[config.mk]
export PLATFORM = sky130hd
export DESIGN_NAME = alu_issue_ctrl
export DESIGN_NICKNAME = d
export VERILOG_FILES = /design/src/rtl/alu_pkg.sv /design/src/rtl/alu_op_decode.sv /design/src/rtl/alu_issue_ctrl.sv
export SDC_FILE = /design/constraint.sdc
export NUM_CORES = 1
export LEC_CHECK = 0
export ABC_CLOCK_PERIOD_IN_PS = 1900
export BUFFER_PORTS_ARGS = -buffer_cell sky130_fd_sc_hd__buf_4
export CAP_MARGIN = 30
export CORE_MARGIN = 1
export CORE_UTILIZATION = 40
export DETAILED_ROUTE_END_ITERATION = 10
export PLACE_DENSITY = 0.69
export SLEW_MARGIN = 20
export SYNTH_ARGS = -nofsm -noshare
export SYNTH_HDL_FRONTEND = slang
export SYNTH_SLANG_ARGS = --single-unit
[constraint.sdc]
create_clock -name clk -period 1.9 [get_ports clk]
set_input_delay 0.38 -clock clk [delete_from_list [all_inputs] [get_ports clk]]
set_output_delay 0.38 -clock clk [all_outputs]
set_load 0.005 [all_outputs]
[src/rtl/alu_pkg.sv]
// Shared definitions for the 8-bit ALU: opcodes, issue FSM states, widths
// and the status-flag helpers used when a result is captured.
package alu_pkg;

    localparam int OPERAND_W = 8;
    localparam int RESULT_W  = 16;

    localparam logic [2:0] OP_ADD  = 3'b000;
    localparam logic [2:0] OP_SUB  = 3'b001;
    localparam logic [2:0] OP_MUL  = 3'b010;
    localparam logic [2:0] OP_AND  = 3'b011;
    localparam logic [2:0] OP_OR   = 3'b100;
    localparam logic [2:0] OP_XOR  = 3'b101;
    localparam logic [2:0] OP_NOT  = 3'b110;
    localparam logic [2:0] OP_RSVD = 3'b111;

    typedef enum logic [1:0] {
        IDLE = 2'd0,
        EXEC = 2'd1,
        DONE = 2'd2
    } state_t;

    function automatic logic result_zero(input logic [RESULT_W-1:0] r);
        return (r == 16'h0000);
    endfunction

    // Overflow means the result no longer fits in the 8-bit operand width.
    function automatic logic result_ovf(input logic [RESULT_W-1:0] r);
        return (r[15:8] != 8'h00);
    endfunction

endpackage

[src/rtl/alu_op_decode.sv]
// Opcode classifier: tells which execution unit an opcode belongs to and
// whether it needs the multi-cycle multiply path.
module alu_op_decode
    import alu_pkg::*;
(
    input  logic [2:0] sel,
    output logic       is_logic,
    output logic       is_arith,
    output logic       is_mul,
    output logic       is_rsvd
);

    // Opcode class decode.
    always_comb begin
        is_logic = 1'b0;
        is_arith = 1'b0;
        is_mul   = 1'b0;
        is_rsvd  = 1'b0;
        case (sel)
            OP_ADD, OP_SUB: is_arith = 1'b1;
            OP_MUL: begin
                is_arith = 1'b1;
                is_mul   = 1'b1;
            end
            OP_AND, OP_OR, OP_XOR, OP_NOT: is_logic = 1'b1;
            OP_RSVD: is_rsvd = 1'b1;
            default: is_rsvd = 1'b1;
        endcase
    end

endmodule

[src/rtl/alu_issue_ctrl.sv]
// Issue/capture stage for the 8-bit ALU: accepts one operation, drives the
// execution units for its latency, then holds the captured result.
module alu_issue_ctrl
    import alu_pkg::*;
#(
    parameter int MUL_LATENCY = 2
) (
    input  logic        clk,
    input  logic        rst_n,
    input  logic        in_valid,
    output logic        in_ready,
    input  logic [7:0]  in_a,
    input  logic [7:0]  in_b,
    input  logic [2:0]  in_sel,
    output logic [7:0]  op_a,
    output logic [7:0]  op_b,
    output logic [2:0]  op_sel,
    output logic        enable_logic,
    output logic        enable_arith,
    input  logic [15:0] logic_result,
    input  logic [15:0] arith_result,
    output logic        out_valid,
    input  logic        out_ready,
    output logic [15:0] out_result,
    output logic        out_zero,
    output logic        out_ovf,
    output logic        out_err
);

    localparam logic [3:0] MUL_CNT = 4'(MUL_LATENCY - 1);

    state_t      state_r;
    state_t      state_nxt_s;
    logic [3:0]  cnt_r;
    logic        accept_s;
    logic        finish_s;
    logic        release_s;
    logic [2:0]  sel_nxt_s;
    logic        dec_logic_s;
    logic        dec_arith_s;
    logic        dec_mul_s;
    logic        dec_rsvd_s;
    logic        en_logic_nxt_s;
    logic        en_arith_nxt_s;
    logic [15:0] capture_s;

    assign in_ready  = (state_r == IDLE);
    assign accept_s  = in_valid && in_ready;
    assign finish_s  = (state_r == EXEC) && (cnt_r == 4'd0);
    assign release_s = (state_r == DONE) && out_valid && out_ready;

    // Opcode that will be on op_sel next cycle; decoding it lets the enables be flops.
    always_comb begin
        if (accept_s) begin
            sel_nxt_s = in_sel;
        end else begin
            sel_nxt_s = op_sel;
        end
    end

    alu_op_decode u_decode (
        .sel      (sel_nxt_s),
        .is_logic (dec_logic_s),
        .is_arith (dec_arith_s),
        .is_mul   (dec_mul_s),
        .is_rsvd  (dec_rsvd_s)
    );

    // Next-state logic.
    always_comb begin
        state_nxt_s = state_r;
        case (state_r)
            IDLE: begin
                if (accept_s) begin
                    state_nxt_s = EXEC;
                end else begin
                    state_nxt_s = IDLE;
                end
            end
            EXEC: begin
                if (cnt_r == 4'd0) begin
                    state_nxt_s = DONE;
                end else begin
                    state_nxt_s = EXEC;
                end
            end
            DONE: begin
                if (out_ready) begin
                    state_nxt_s = IDLE;
                end else begin
                    state_nxt_s = DONE;
                end
            end
            default: state_nxt_s = IDLE;
        endcase
    end

    // Output decode: enables for the coming cycle and the result mux.
    always_comb begin
        en_logic_nxt_s = (state_nxt_s == EXEC) && dec_logic_s;
        en_arith_nxt_s = (state_nxt_s == EXEC) && dec_arith_s;
        if (enable_logic) begin
            capture_s = logic_result;
        end else if (enable_arith) begin
            capture_s = arith_result;
        end else begin
            capture_s = 16'h0000;
        end
    end

    // State register, execute counter and registered unit enables.
    always_ff @(posedge clk or negedge rst_n) begin
        if (!rst_n) begin
            state_r      <= IDLE;
            cnt_r        <= 4'd0;
            enable_logic <= 1'b0;
            enable_arith <= 1'b0;
        end else begin
            state_r      <= state_nxt_s;
            enable_logic <= en_logic_nxt_s;
            enable_arith <= en_arith_nxt_s;
            if (accept_s) begin
                cnt_r <= dec_mul_s ? MUL_CNT : 4'd0;
            end else if ((state_r == EXEC) && (cnt_r != 4'd0)) begin
                cnt_r <= cnt_r - 4'd1;
            end else begin
                cnt_r <= cnt_r;
            end
        end
    end

    // Operand/opcode registers; they hold until the next accepted request.
    always_ff @(posedge clk or negedge rst_n) begin
        if (!rst_n) begin
            op_a   <= 8'h00;
            op_b   <= 8'h00;
            op_sel <= 3'b000;
        end else if (accept_s) begin
            op_a   <= in_a;
            op_b   <= in_b;
            op_sel <= in_sel;
        end else begin
            op_a   <= op_a;
            op_b   <= op_b;
            op_sel <= op_sel;
        end
    end

    // Result capture on the last execute cycle, held until the consumer takes it.
    always_ff @(posedge clk or negedge rst_n) begin
        if (!rst_n) begin
            out_valid  <= 1'b0;
            out_result <= 16'h0000;
            out_zero   <= 1'b0;
            out_ovf    <= 1'b0;
            out_err    <= 1'b0;
        end else if (finish_s) begin
            out_valid  <= 1'b1;
            out_result <= capture_s;
            out_zero   <= result_zero(capture_s);
            out_ovf    <= result_ovf(capture_s);
            out_err    <= dec_rsvd_s;
        end else if (release_s) begin
            out_valid  <= 1'b0;
        end else begin
            out_valid  <= out_valid;
        end
    end

endmodule
==> impl_metrics.tcl <==
set metrics [dict create \
    hold_violations 0 \
    grt_max_degree 48 \
    cap_violations 0 \
    syn_area_mm2 0.00206 \
    rsz0062_at_grt "no" \
    clk_path_buf_depth 2 \
    ys_seq_area_frac 0.570 \
    tritoncts "yes" \
    end_kind "flop" \
    clk-insertion-delay-late_ps 300 \
    vias_per_cell 4.89 \
    power_frac_comb 0.442 \
    netlist_instances 184 \
    dieArea_mm2 0.00545 \
    cts-root-buf "clkbuf_8" \
    final.period_utilization 0.909 \
    avgSynthCellArea_um2 11.2 \
    slew_headroom 0.614 \
    routed_wl_mm 4.80 \
    ys_ff_latch 47 \
    period_minus_slack_ps 1730 \
    place.gp.congestion 0.802 \
    maxSlewViolCount 0 \
    area_growth_pct 45.0 \
    num_io_pins 97 \
    grt_antenna_before_repair 0 \
    drt_pass1_iterations 4 \
    nets 341 \
    grtUsageTotal 0.184 \
    die_w_um 73.8 \
    cts.sinks 47 \
    hold-worst-slack_ps 80.1 \
    synth_nets 241 \
    cts_setup_buffers 0 \
    io_buffers 96 \
    wl_per_cell_um 13.6 \
    multi_input_area_um2 823 \
    ys_warn_count 0 \
    setup-violations-final 0 \
    grt_pass1_vias 1626 \
    ctsHoldBuffers 0 \
    total_power_mw 4.53 \
    worstHoldPathType "input port to async pin" \
    via_count 1722 \
    max_freq_ghz 0.579 \
    leakagePower_nw 1.43 \
    clock_skew_ps 10.8 \
    dp_hpwl_mm 3.72 \
    utilization 0.617 \
    ff_latch_area_mm2 0.00118 \
    powerDensity_mw_per_mm2 1510 \
    r2r_setup_slack_ps 170 \
    crit-reg2reg-launch "cnt_r[0]$_DFFE_PN0P_" \
    irDropWorstVdd_mv 0.646 \
    grt_pass1_wl_mm 7.55 \
    rr_worst_depth 6 \
    postRouteAntennaNets 0 \
    core_region_area_mm2 0.00485 \
    drc_errors 0 \
    cts.repair.resized 0 \
    p_int_mw 3.07 \
    critPathKind "flop to flop" \
    swShare 0.322 \
    cp-start-kind "flop" \
    finalSetupTns_ps 0 \
    r2r_end "enable_arith$_DFF_PN0_" \
    initial_core_util 0.426 \
    worstPathRequired_ps 2080 \
    fillerInstances 429 \
    status "finished, final reports clean" \
    switchingPower_mw 1.46 \
    worst_pin_slew_ps 578 \
    grt.overflow.total 0 \
    p_seq_frac 0.389 \
    drtIter0Drc 54 \
    final_layout_size_suffix_gt1_frac 0.467 \
    p_clk_frac 0.170 \
    path_max_fanout 4 \
    cp.arrival_ps 1910 \
    path_clk_slew_ps 90 \
    rows 25 \
    h-tree-depth 2 \
    die_h_um 73.8 \
    numCtsBuffers 5 \
    antenna_cells 0 \
    synth.distinct_cells 28 \
]
-- synth_stat cells, drive strengths merged --
master | n | area share
inv | 4 | 0.0073
nor2b | 1 | 0.0030
and2 | 1 | 0.0030
and2b | 1 | 0.0036
buf | 6 | 0.017
nor3b | 2 | 0.013
a22o | 2 | 0.0085
nor3 | 2 | 0.0048
clkbuf | 4 | 0.0073
mux2 | 20 | 0.11
nand2 | 28 | 0.051
nor4 | 8 | 0.024
xor2 | 2 | 0.0085
dfrtp | 47 | 0.57
a22oi | 15 | 0.055
o21ai | 20 | 0.048
xnor2 | 2 | 0.0085
nand3 | 3 | 0.0073
nor2 | 7 | 0.013
or3b | 1 | 0.0042
nand2b | 2 | 0.0061
a21oi | 1 | 0.0024
o31ai | 2 | 0.0073
mux2i | 1 | 0.0048
ha | 2 | 0.012
-- cell families (layout without fill, tap and decap cells) --
group                      count (synthesis)  count (layout)  share of synthesized area
AOI/OAI and AO/OA                         40              40                      0.121
xor gates and xnor gates                   4               4                     0.0170
adders and majority gates                  2               2                     0.0121
buffers and inverters                     14             115                     0.0315
DFF                                       47              47                      0.570
muxes                                     21              21                      0.116
and+or+nand+nor                           56              56                      0.133
-- power groups by stage --
stage | Combinational (mW) | Clock, mW | Sequential [mW]
final | 2.00 | 0.769 | 1.76
after global routing | 2.24 | 0.836 | 1.82
after CTS | 2.03 | 0.788 | 1.77
after detailed placement | 2.03 | 0 | 1.78
after global placement | 1.97 | 0 | 1.76
after floorplan | 0.979 | 0 | 1.79
-- sequential cells by signal (all words and copies together), names as in the netlist, 2 cells and up --
signal	flops
out_result	16
op_a	8
op_b	8
cnt_r	4
op_sel	3
state_r	2
-- metal layers --
layer,up-vias,global-route usage,share of wire
met5,-,0,0
met4,0,0.0748,0.019
met3,12,0.0604,0.065
met2,62,0.305,0.50
met1,797,0.219,0.42
li1,851,-,-
-- cells in the final DEF (no fill, tap or decap), drive strengths merged --
master    n
xnor2     2
nor4      8
nand3     3
o21ai    20
a21oi     1
clkbuf    6
or3b      1
and2      1
nor3b     2
inv       5
and2b     1
a22o      2
mux2     20
a22oi    15
mux2i     1
dfrtp    47
o31ai     2
nor2b     1
nand2    28
nor2      7
xor2      2
ha        2
nand2b    2
bufinv    1
buf     103
nor3      2
-- metrics by stage --
stage          instances  instance area [um2]  setup slack, ps
5_1_grt              352                 2990             69.9
6_report             352                 2990              173
3_3_place_gp         343                 2860              222
3_5_place_dp         344                 2870              178
2_1_floorplan        184                 2060              298
4_1_cts              352                 2990              168
-- worst max-delay path, stage by stage (launching register included) --
cell and delay [ps]:
dfrtp_1 410, inv_1 90, ha_1 160, or3b_2 480, and2_1 220, nor2_1 180
nor3_1 80
-- worst max-delay path by stage --
stage / startpoint / to / slack (ps) / cells after the start
6_report: cnt_r[0]$_DFFE_PN0P_ / enable_arith$_DFF_PN0_ / 170 / 6
5_1_grt: cnt_r[0]$_DFFE_PN0P_ / enable_arith$_DFF_PN0_ / 70 / 6
4_1_cts: cnt_r[0]$_DFFE_PN0P_ / enable_arith$_DFF_PN0_ / 170 / 6
3_5_place_dp: cnt_r[0]$_DFFE_PN0P_ / enable_arith$_DFF_PN0_ / 180 / 6
3_3_place_gp: cnt_r[0]$_DFFE_PN0P_ / enable_arith$_DFF_PN0_ / 220 / 6
2_1_floorplan: cnt_r[0]$_DFFE_PN0P_ / enable_arith$_DFF_PN0_ / 300 / 6
-- final cells by class --
type                       count  area share
multi-input combinational    123       0.275
clock inverter                 2      0.0130
tap                           67      0.0280
inverter                       4     0.00502
timing repair buffer         103       0.258
clock buffer                   6      0.0276
sequential                    47       0.393
Power figures use the tool's default switching activity.
